===== config.mk =====
export PLATFORM = sky130hd
export DESIGN_NAME = uart_receiver
export DESIGN_NICKNAME = d
export VERILOG_FILES = /design/src/rtl/uart_receiver.sv
export SDC_FILE = /design/constraint.sdc
export NUM_CORES = 1
export LEC_CHECK = 0
export BUFFER_PORTS_ARGS = -buffer_cell sky130_fd_sc_hd__buf_2
export CORE_UTILIZATION = 50
export CTS_BUF_LIST = sky130_fd_sc_hd__clkbuf_8 sky130_fd_sc_hd__clkbuf_16
export DETAILED_ROUTE_END_ITERATION = 12
export PLACE_DENSITY_LB_ADDON = 0.25
export REMOVE_ABC_BUFFERS = 1
export SYNTH_ARGS = -nofsm -noshare
export SYNTH_HDL_FRONTEND = slang
export SYNTH_SLANG_ARGS = --single-unit

===== constraint.sdc =====
create_clock -name clk -period 1.35 [get_ports clk]
set_input_delay 0.135 -clock clk [delete_from_list [all_inputs] [get_ports clk]]
set_output_delay 0.135 -clock clk [all_outputs]
set_load 0.02 [all_outputs]

===== src/rtl/uart_receiver.sv =====
// Purpose     : UART receiver with 16x oversampling, 8N1 framing, framing-error flag.
// Latency     : start edge (after sync) to rx_done = 8 + 16*DATA_BITS + SB_TICKS s_ticks, plus 1 clk.
// Backpressure: none; each byte is offered once on a one-cycle rx_done strobe and held on rx_out.
module uart_receiver #(
   parameter int DATA_BITS  = 8,
   parameter int OVERSAMPLE = 16,
   parameter int SB_TICKS   = 16
) (
   input  logic                 clk,
   input  logic                 reset,
   input  logic                 rx_in,
   input  logic                 s_tick,
   output logic [DATA_BITS-1:0] rx_out,
   output logic                 rx_done,
   output logic                 busy,
   output logic                 err
);

   // Tick counter covers the longer of a data bit and the stop-bit wait.
   localparam int TICK_MAX = (OVERSAMPLE > SB_TICKS) ? OVERSAMPLE : SB_TICKS;
   localparam int TW       = (TICK_MAX > 1) ? $clog2(TICK_MAX) : 1;
   localparam int BW       = (DATA_BITS > 1) ? $clog2(DATA_BITS) : 1;

   localparam logic [TW-1:0] START_LAST = TW'(OVERSAMPLE / 2 - 1);
   localparam logic [TW-1:0] DATA_LAST  = TW'(OVERSAMPLE - 1);
   localparam logic [TW-1:0] STOP_LAST  = TW'(SB_TICKS - 1);
   localparam logic [BW-1:0] BIT_LAST   = BW'(DATA_BITS - 1);

   typedef enum logic [1:0] {
      IDLE  = 2'd0,
      START = 2'd1,
      DATA  = 2'd2,
      STOP  = 2'd3
   } state_t;

   // Synchroniser and edge-detect flops.
   logic sync1_q, sync1_d;
   logic sync2_q, sync2_d;
   logic rx_s_d_q, rx_s_d_d;

   // Frame engine state.
   state_t               state_q, state_d;
   logic [TW-1:0]        tick_q, tick_d;
   logic [BW-1:0]        bit_q, bit_d;
   logic [DATA_BITS-1:0] shift_q, shift_d;

   // Registered outputs.
   logic [DATA_BITS-1:0] rx_out_q, rx_out_d;
   logic                 rx_done_q, rx_done_d;
   logic                 busy_q, busy_d;
   logic                 err_q, err_d;

   logic rx_s;
   logic start_edge;

   assign rx_s       = sync2_q;
   assign start_edge = rx_s_d_q & ~rx_s;

   // Two-flop synchroniser on the async line, then one flop of history for edge detection.
   always_comb begin
      sync1_d  = rx_in;
      sync2_d  = sync1_q;
      rx_s_d_d = sync2_q;
   end

   // Frame sequencing: half-bit start qualification, mid-bit data sampling, stop-bit check.
   always_comb begin
      state_d   = state_q;
      tick_d    = tick_q;
      bit_d     = bit_q;
      shift_d   = shift_q;
      rx_out_d  = rx_out_q;
      err_d     = err_q;
      rx_done_d = 1'b0;

      case (state_q)
         IDLE: begin
            // Only a high-to-low transition starts a frame, so a held-low line never retriggers.
            if (start_edge) begin
               state_d = START;
               tick_d  = '0;
            end
         end

         START: begin
            if (s_tick) begin
               if (tick_q == START_LAST) begin
                  if (!rx_s) begin
                     state_d = DATA;
                     tick_d  = '0;
                     bit_d   = '0;
                  end else begin
                     // Line is back high at mid start bit: treat as a glitch.
                     state_d = IDLE;
                     tick_d  = '0;
                  end
               end else begin
                  tick_d = tick_q + TW'(1);
               end
            end
         end

         DATA: begin
            if (s_tick) begin
               if (tick_q == DATA_LAST) begin
                  shift_d = {rx_s, shift_q[DATA_BITS-1:1]};
                  tick_d  = '0;
                  if (bit_q == BIT_LAST) begin
                     state_d = STOP;
                  end else begin
                     bit_d = bit_q + BW'(1);
                  end
               end else begin
                  tick_d = tick_q + TW'(1);
               end
            end
         end

         STOP: begin
            if (s_tick) begin
               if (tick_q == STOP_LAST) begin
                  rx_out_d  = shift_q;
                  err_d     = ~rx_s;
                  rx_done_d = 1'b1;
                  state_d   = IDLE;
                  tick_d    = '0;
               end else begin
                  tick_d = tick_q + TW'(1);
               end
            end
         end

         default: begin
            state_d = IDLE;
            tick_d  = '0;
         end
      endcase

      busy_d = (state_d != IDLE);
   end

   // State and output registers; reset aborts any frame in flight and parks the line detector high.
   always_ff @(posedge clk) begin
      if (reset) begin
         sync1_q   <= 1'b1;
         sync2_q   <= 1'b1;
         rx_s_d_q  <= 1'b1;
         state_q   <= IDLE;
         tick_q    <= '0;
         bit_q     <= '0;
         shift_q   <= '0;
         rx_out_q  <= '0;
         rx_done_q <= 1'b0;
         busy_q    <= 1'b0;
         err_q     <= 1'b0;
      end else begin
         sync1_q   <= sync1_d;
         sync2_q   <= sync2_d;
         rx_s_d_q  <= rx_s_d_d;
         state_q   <= state_d;
         tick_q    <= tick_d;
         bit_q     <= bit_d;
         shift_q   <= shift_d;
         rx_out_q  <= rx_out_d;
         rx_done_q <= rx_done_d;
         busy_q    <= busy_d;
         err_q     <= err_d;
      end
   end

   assign rx_out  = rx_out_q;
   assign rx_done = rx_done_q;
   assign busy    = busy_q;
   assign err     = err_q;

endmodule


; After elaboration in Yosys (flattened, before gate mapping)
; Index checks and enable logic that the tools add are counted.
[word_totals]
in_bits = 4
out_inout_bits = 11
reg_bits = 31
word_cells = 64
[op_classes]
bitwise_logic = 4
add_sub_neg = 2
muxes = 24
eq_ne = 14
n_reduce_logical = 9
[ops]
columns = operator, n
row1 = 4-bit two-way mux, 5
row2 = 2-bit two-way mux, 9
row3 = 3-bit two-way mux, 6
row4 = 2-bit inequality test (second input constant), 7
row5 = 4-bit case mux with 3 select lines, 1
row6 = 3-bit AND reduction, 3
row7 = 2-bit case mux with 4 select lines, 1
row8 = 7-bit AND reduction, 1
row9 = 3-bit case mux with 2 select lines, 1
row10 = 4-bit by 1-bit adder with 4-bit output (second input constant), 1
row11 = 2-bit == test (second input constant), 2
row12 = 4-bit by 3-bit == test with 1-bit output (second input constant), 1
row13 = 4-bit == test (second input constant), 1
row14 = 2-bit nonzero test, 2
row15 = 3-bit by 1-bit adder with 3-bit output (second input constant), 1
row16 = 3-bit == test (second input constant), 1
row17 = 1-bit NOT, 3
row18 = 3-bit OR reduction, 1
row19 = 2-bit by 1-bit == test with 1-bit output (second input constant), 1
row20 = 2-bit logical NOT, 1
row21 = 2-bit by 1-bit inequality test with 1-bit output (second input constant), 1
row22 = 2-bit OR reduction, 1
row23 = 1-bit AND, 1
row24 = 1-bit two-way mux, 1

; Logic depth before layout (Yosys ltp)
[logic_depth]
ltp_word = 6
ltp_mapped = 6
ltp_nobuf = 6

; Worst setup path before layout
; Ideal clock, no wire load.
[synth_timing]
kind = reg2reg
start = reg tick_q[0]
end = reg busy_q, in the netlist busy
synth_period_minus_slack_ns = 1.427
n_path_buf = 0
required_ns = 1.218
setup_time_ns = 0.132
stages_incl_launch_ff = 6
path_slack_ns = -0.077
t_arrival_ns = 1.294
cell_sequence = dfxtp_1 > ha_1 > and3_2 > a31o_1 > a221oi_2 > a21oi_1
[synth_via]
elab_chain_len = 5
[synth_lines]
columns = item, line
row1 = from (decl), 43  ; logic [TW-1:0] tick_q, tick_d;
row2 = from (signal assigned), 161  ; tick_q <= tick_d;
row3 = 4-bit == test or 4-bit by 3-bit == test with 1-bit output (tied branches), "105, 121, 87"
row4 = 2-bit two-way mux (on tied branches), "121, 105, 87"
row5 = 2-bit two-way mux (on tied branches), "120, 104, 86"
row6 = 2-bit case mux with 4 select lines (*), 76  ; case (state_q)
row7 = 2-bit nonzero test (*), 139  ; busy_d = (state_d != IDLE);
row8 = to (signal assigned), 166  ; busy_q <= busy_d;
row9 = to (decl), 50  ; logic busy_q, busy_d;
; Mark *: on every way between the ends. The rest lies on a longest branch, timed or not.
; A chain may end at the register's enable or synchronous reset.

; Final worst setup path
[layout_timing]
start = reg bit_q[0]
end = reg bit_q[0]
[layout_via]
elab_chain_len = 5
[layout_lines]
columns = item, line
row1 = from (decl), 44  ; logic [BW-1:0] bit_q, bit_d;
row2 = from (signal assigned), 162  ; bit_q <= bit_d;
row3 = 3-bit by 1-bit adder with 3-bit output, 111  ; bit_d = bit_q + BW'(1);
row4 = 3-bit two-way mux, 108  ; if (bit_q == BIT_LAST) begin
row5 = 3-bit two-way mux, 105  ; if (tick_q == DATA_LAST) begin
row6 = 3-bit two-way mux, 104  ; if (s_tick) begin
row7 = 3-bit case mux with 2 select lines, 76
; Parallel ways exist; a longest one is shown, timed or not. The select of a mux whose other input is x is not followed.

==> results by group <==
Clocking
  • CTS tree: built
  • Clock slew at reported path FFs: 60 ps
  • Clk Latency, worst-skew pair: 290 ps
  • TritonCTS Sinks: 31
  • Root Buffer: clkbuf_8
  • # H-tree levels: 2
  • Num CTS Buffers: 5
  • Clock tree buffer depth: 2
  • Hold-fix buffers, CTS: 0

STA
  • Final Max Tran Viols: 0
  • RSZ-0062 raised after global routing: true
  • Final setup violation count: 13
  • Final period demand of the worst path: 1460 ps
  • Fmax: 685 MHz
  • Crit share post-route: 1.08
  • Max Clock Skew: 7.01 ps
  • Final setup TNS: -551 ps
  • Worst slew pin tran: 515 ps
  • Worst slew margin: 0.657
  • Final-report hold violation count: 0
  • Final WS setup: -111 ps

Layout
  • Final Net Count: 174
  • Finished Layout Cells: 198
  • Share of cells above drive strength 1: 0.375
  • Antenna diodes: 0
  • Layout area overhead: 29.1%

Yosys
  • Synth Area in XOR/XNOR: 0.00676
  • Post-synth EDFFs: 0
  • Top FF cell, synth: dfxtp_1
  • Adder-cell share of the synthesized area: 0.0290
  • Most area-consuming cells after synthesis: dfxtp_1, mux2i_1, nand2_1
  • Post-Syn Area: 0.00129 sq mm
  • Post-Syn Instances: 140
  • Largest family of logic cells by synthesized area: simple AND/OR/NAND/NOR gates
  • Top cell type's share of synthesized area: 0.479
  • Synth area leader: dfxtp_1
  • Most frequent cell after synthesis: dfxtp_1
  • Post-synthesis average cell area: 9.25 sq um
  • Top cells by count, synth: dfxtp_1, nand2_1, nor2_1
  • Ys async rst share: 0
  • Seq cells post-synth: 31
  • Compound-gate portion of the synthesized area: 0.111
  • Part of the Yosys area used for sequential elements: 0.479
  • Yosys Warn Count: 0
  • Synth cell types: 35
  • Synth Area in Simple Gates: 0.234
  • Post-synthesis mux area share: 0.0850

Pwr
  • Design Power: 0.00193 W
  • Leakage: 0.665 nW
  • Reg power frac: 0.483
  • Part of the power in the clock network: 0.484
  • Worst IR Drop VDD: 1050 uV
  • Sw frac: 0.199
  • Int Power: 0.00155 W
  • Sw power: 0.000384 W
  • Comb pwr share: 0.033
  • Pwr dens: 1150 mW/mm^2

Die
  • Die Area: 0.00280 sq mm
  • Num rows: 18
  • Core ar.: 0.00245 sq mm
  • Chip Height: 52.9 um
  • Die width: 52.9 um
  • Num ports: 15
  • Initial Utilization: 0.528

Place
  • IO Port Bufs: 14
  • HPWL Detailed: 1730 um
  • Placed Instances: 189
  • Gpl congestion: 0.793

GRT
  • Tot GR Track Use: 0.224
  • Total grt overflow: 0
  • Initial antenna violation count: 0
  • Vias in the first global route: 1007
  • Global-route wire length before repair: 4260 um
  • Pin count of the biggest net entering global routing: 32

Route
  • First-pass DRT Iterations: 3
  • Antenna Nets Post-Route: 0
  • DR vias/cell: 5.30
  • Wire per inst: 12.8 um
  • Post-Route WL: 2530 um
  • # DRC: 0
  • 1st-iter DRT viols: 10
  • Total number of vias: 1049

Flow run
  • Max-cap viol count: 0

Setup path
  • CP arrival: 1610 ps
  • Req. time, crit path: 1500 ps
  • CP Class: flip-flop to flip-flop
  • Setup crit start kind: flip-flop
  • R2R setup slack: -110 ps
  • CP Max Fanout: 3
  • Crit. End Element: flip-flop

Status
  • Status: finished with violations
  • Failing checks: negative setup slack

Min path
  • Worst Hold Class: input port to flip-flop
critical path: stages, from the launching register on:
cell and delay, ps:
dfxtp_2 360, ha_4 150, ha_4 120, and4bb_2 240, o21ai_4 180, mux2i_1 220
nor2_1 60
cells by family (layout without fill, tap and decap cells):
kind of cell	count (synthesis)	after routing
flops	31	31
buf+inv	10	38
simple gates	61	61
compound gates	23	23
fa+ha+maj	3	3
mux	11	11
xor+xnor	1	1
through the flow:
stage / area [sq um] / setup WS (ps) / util / hold WS (ps)
floorplan: 1230 / -194 / - / 204
global placement: 1450 / -141 / 0.592 / 320
detailed placement: 1450 / -259 / 0.592 / 322
CTS: 1640 / -125 / 0.667 / 22.6
global route: 1670 / -169 / 0.681 / 39.4
finish: 1670 / -111 / 0.681 / 31.3
per-layer routing:
| metal | wire length [um] | GRT usage | up-vias |
|---|---|---|---|
| met5 | 0 | 0 | - |
| met4 | 64 | 0.145 | 0 |
| met3 | 70 | 0.0690 | 7 |
| met2 | 1320 | 0.382 | 12 |
| met1 | 1080 | 0.235 | 495 |
| li1 | - | - | 535 |
cell usage in the layout, fill, tap and decap left out, types with 2 or more instances in the layout:
cell / count
clkbuf_8: 6
dfxtp_1: 24
nand2_1: 22
mux2i_1: 11
dfxtp_2: 6
buf_4: 14
a21oi_1: 12
o21ai_0: 2
buf_2: 14
and2_1: 2
ha_4: 3
or2_4: 2
nor2b_1: 2
nand3_1: 3
and3_4: 2
nor2_1: 15
or2_2: 4
registers in the layout, summed over array words and instances, names as in the netlist:
register,flops
busy,1
sync1_q,1
rx_done,1
tick_q,4
rx_s,1
err,1
state_q,2
rx_s_d_q,1
bit_q,3
shift_q,8
rx_out,8
power by group through the flow:
stage                     sequential, W  clock [W]  combinational (W)
after detailed placement       0.000951          0          0.0000572
after global placement         0.000950          0          0.0000552
after CTS                      0.000932   0.000953          0.0000583
final                          0.000933   0.000934          0.0000636
after global routing           0.000933   0.000988          0.0000702
after floorplan                0.000951          0          0.0000244
area by class of cell:
cell class	count	area (sq um)
Clock buffer	6	82.6
Clock inverter	2	35.0
Fill cell	205	783
Inverter	1	3.75
Multi-Input combinational cell	99	694
Sequential cell	31	632
Tap cell	30	37.5
Timing Repair Buffer	29	186
worst paths after layout:
check / startpoint / endpoint / cells past startpoint
setup / recovery: bit_q[0] / bit_q[0] / 6
hold / removal: rx_in / sync1_q / 2
hold reg to reg: sync1_q / rx_s / 1
setup reg to reg: bit_q[0] / bit_q[0] / 6
timing repair:
action                     CTS  global route
resized for setup           17             8
gates cloned                 0             0
setup endpoints to repair   24            27
buffers inserted             2             0
pin swaps                    5             5
hold endpoints to repair     0             0
Power figures use the tool's default switching activity.
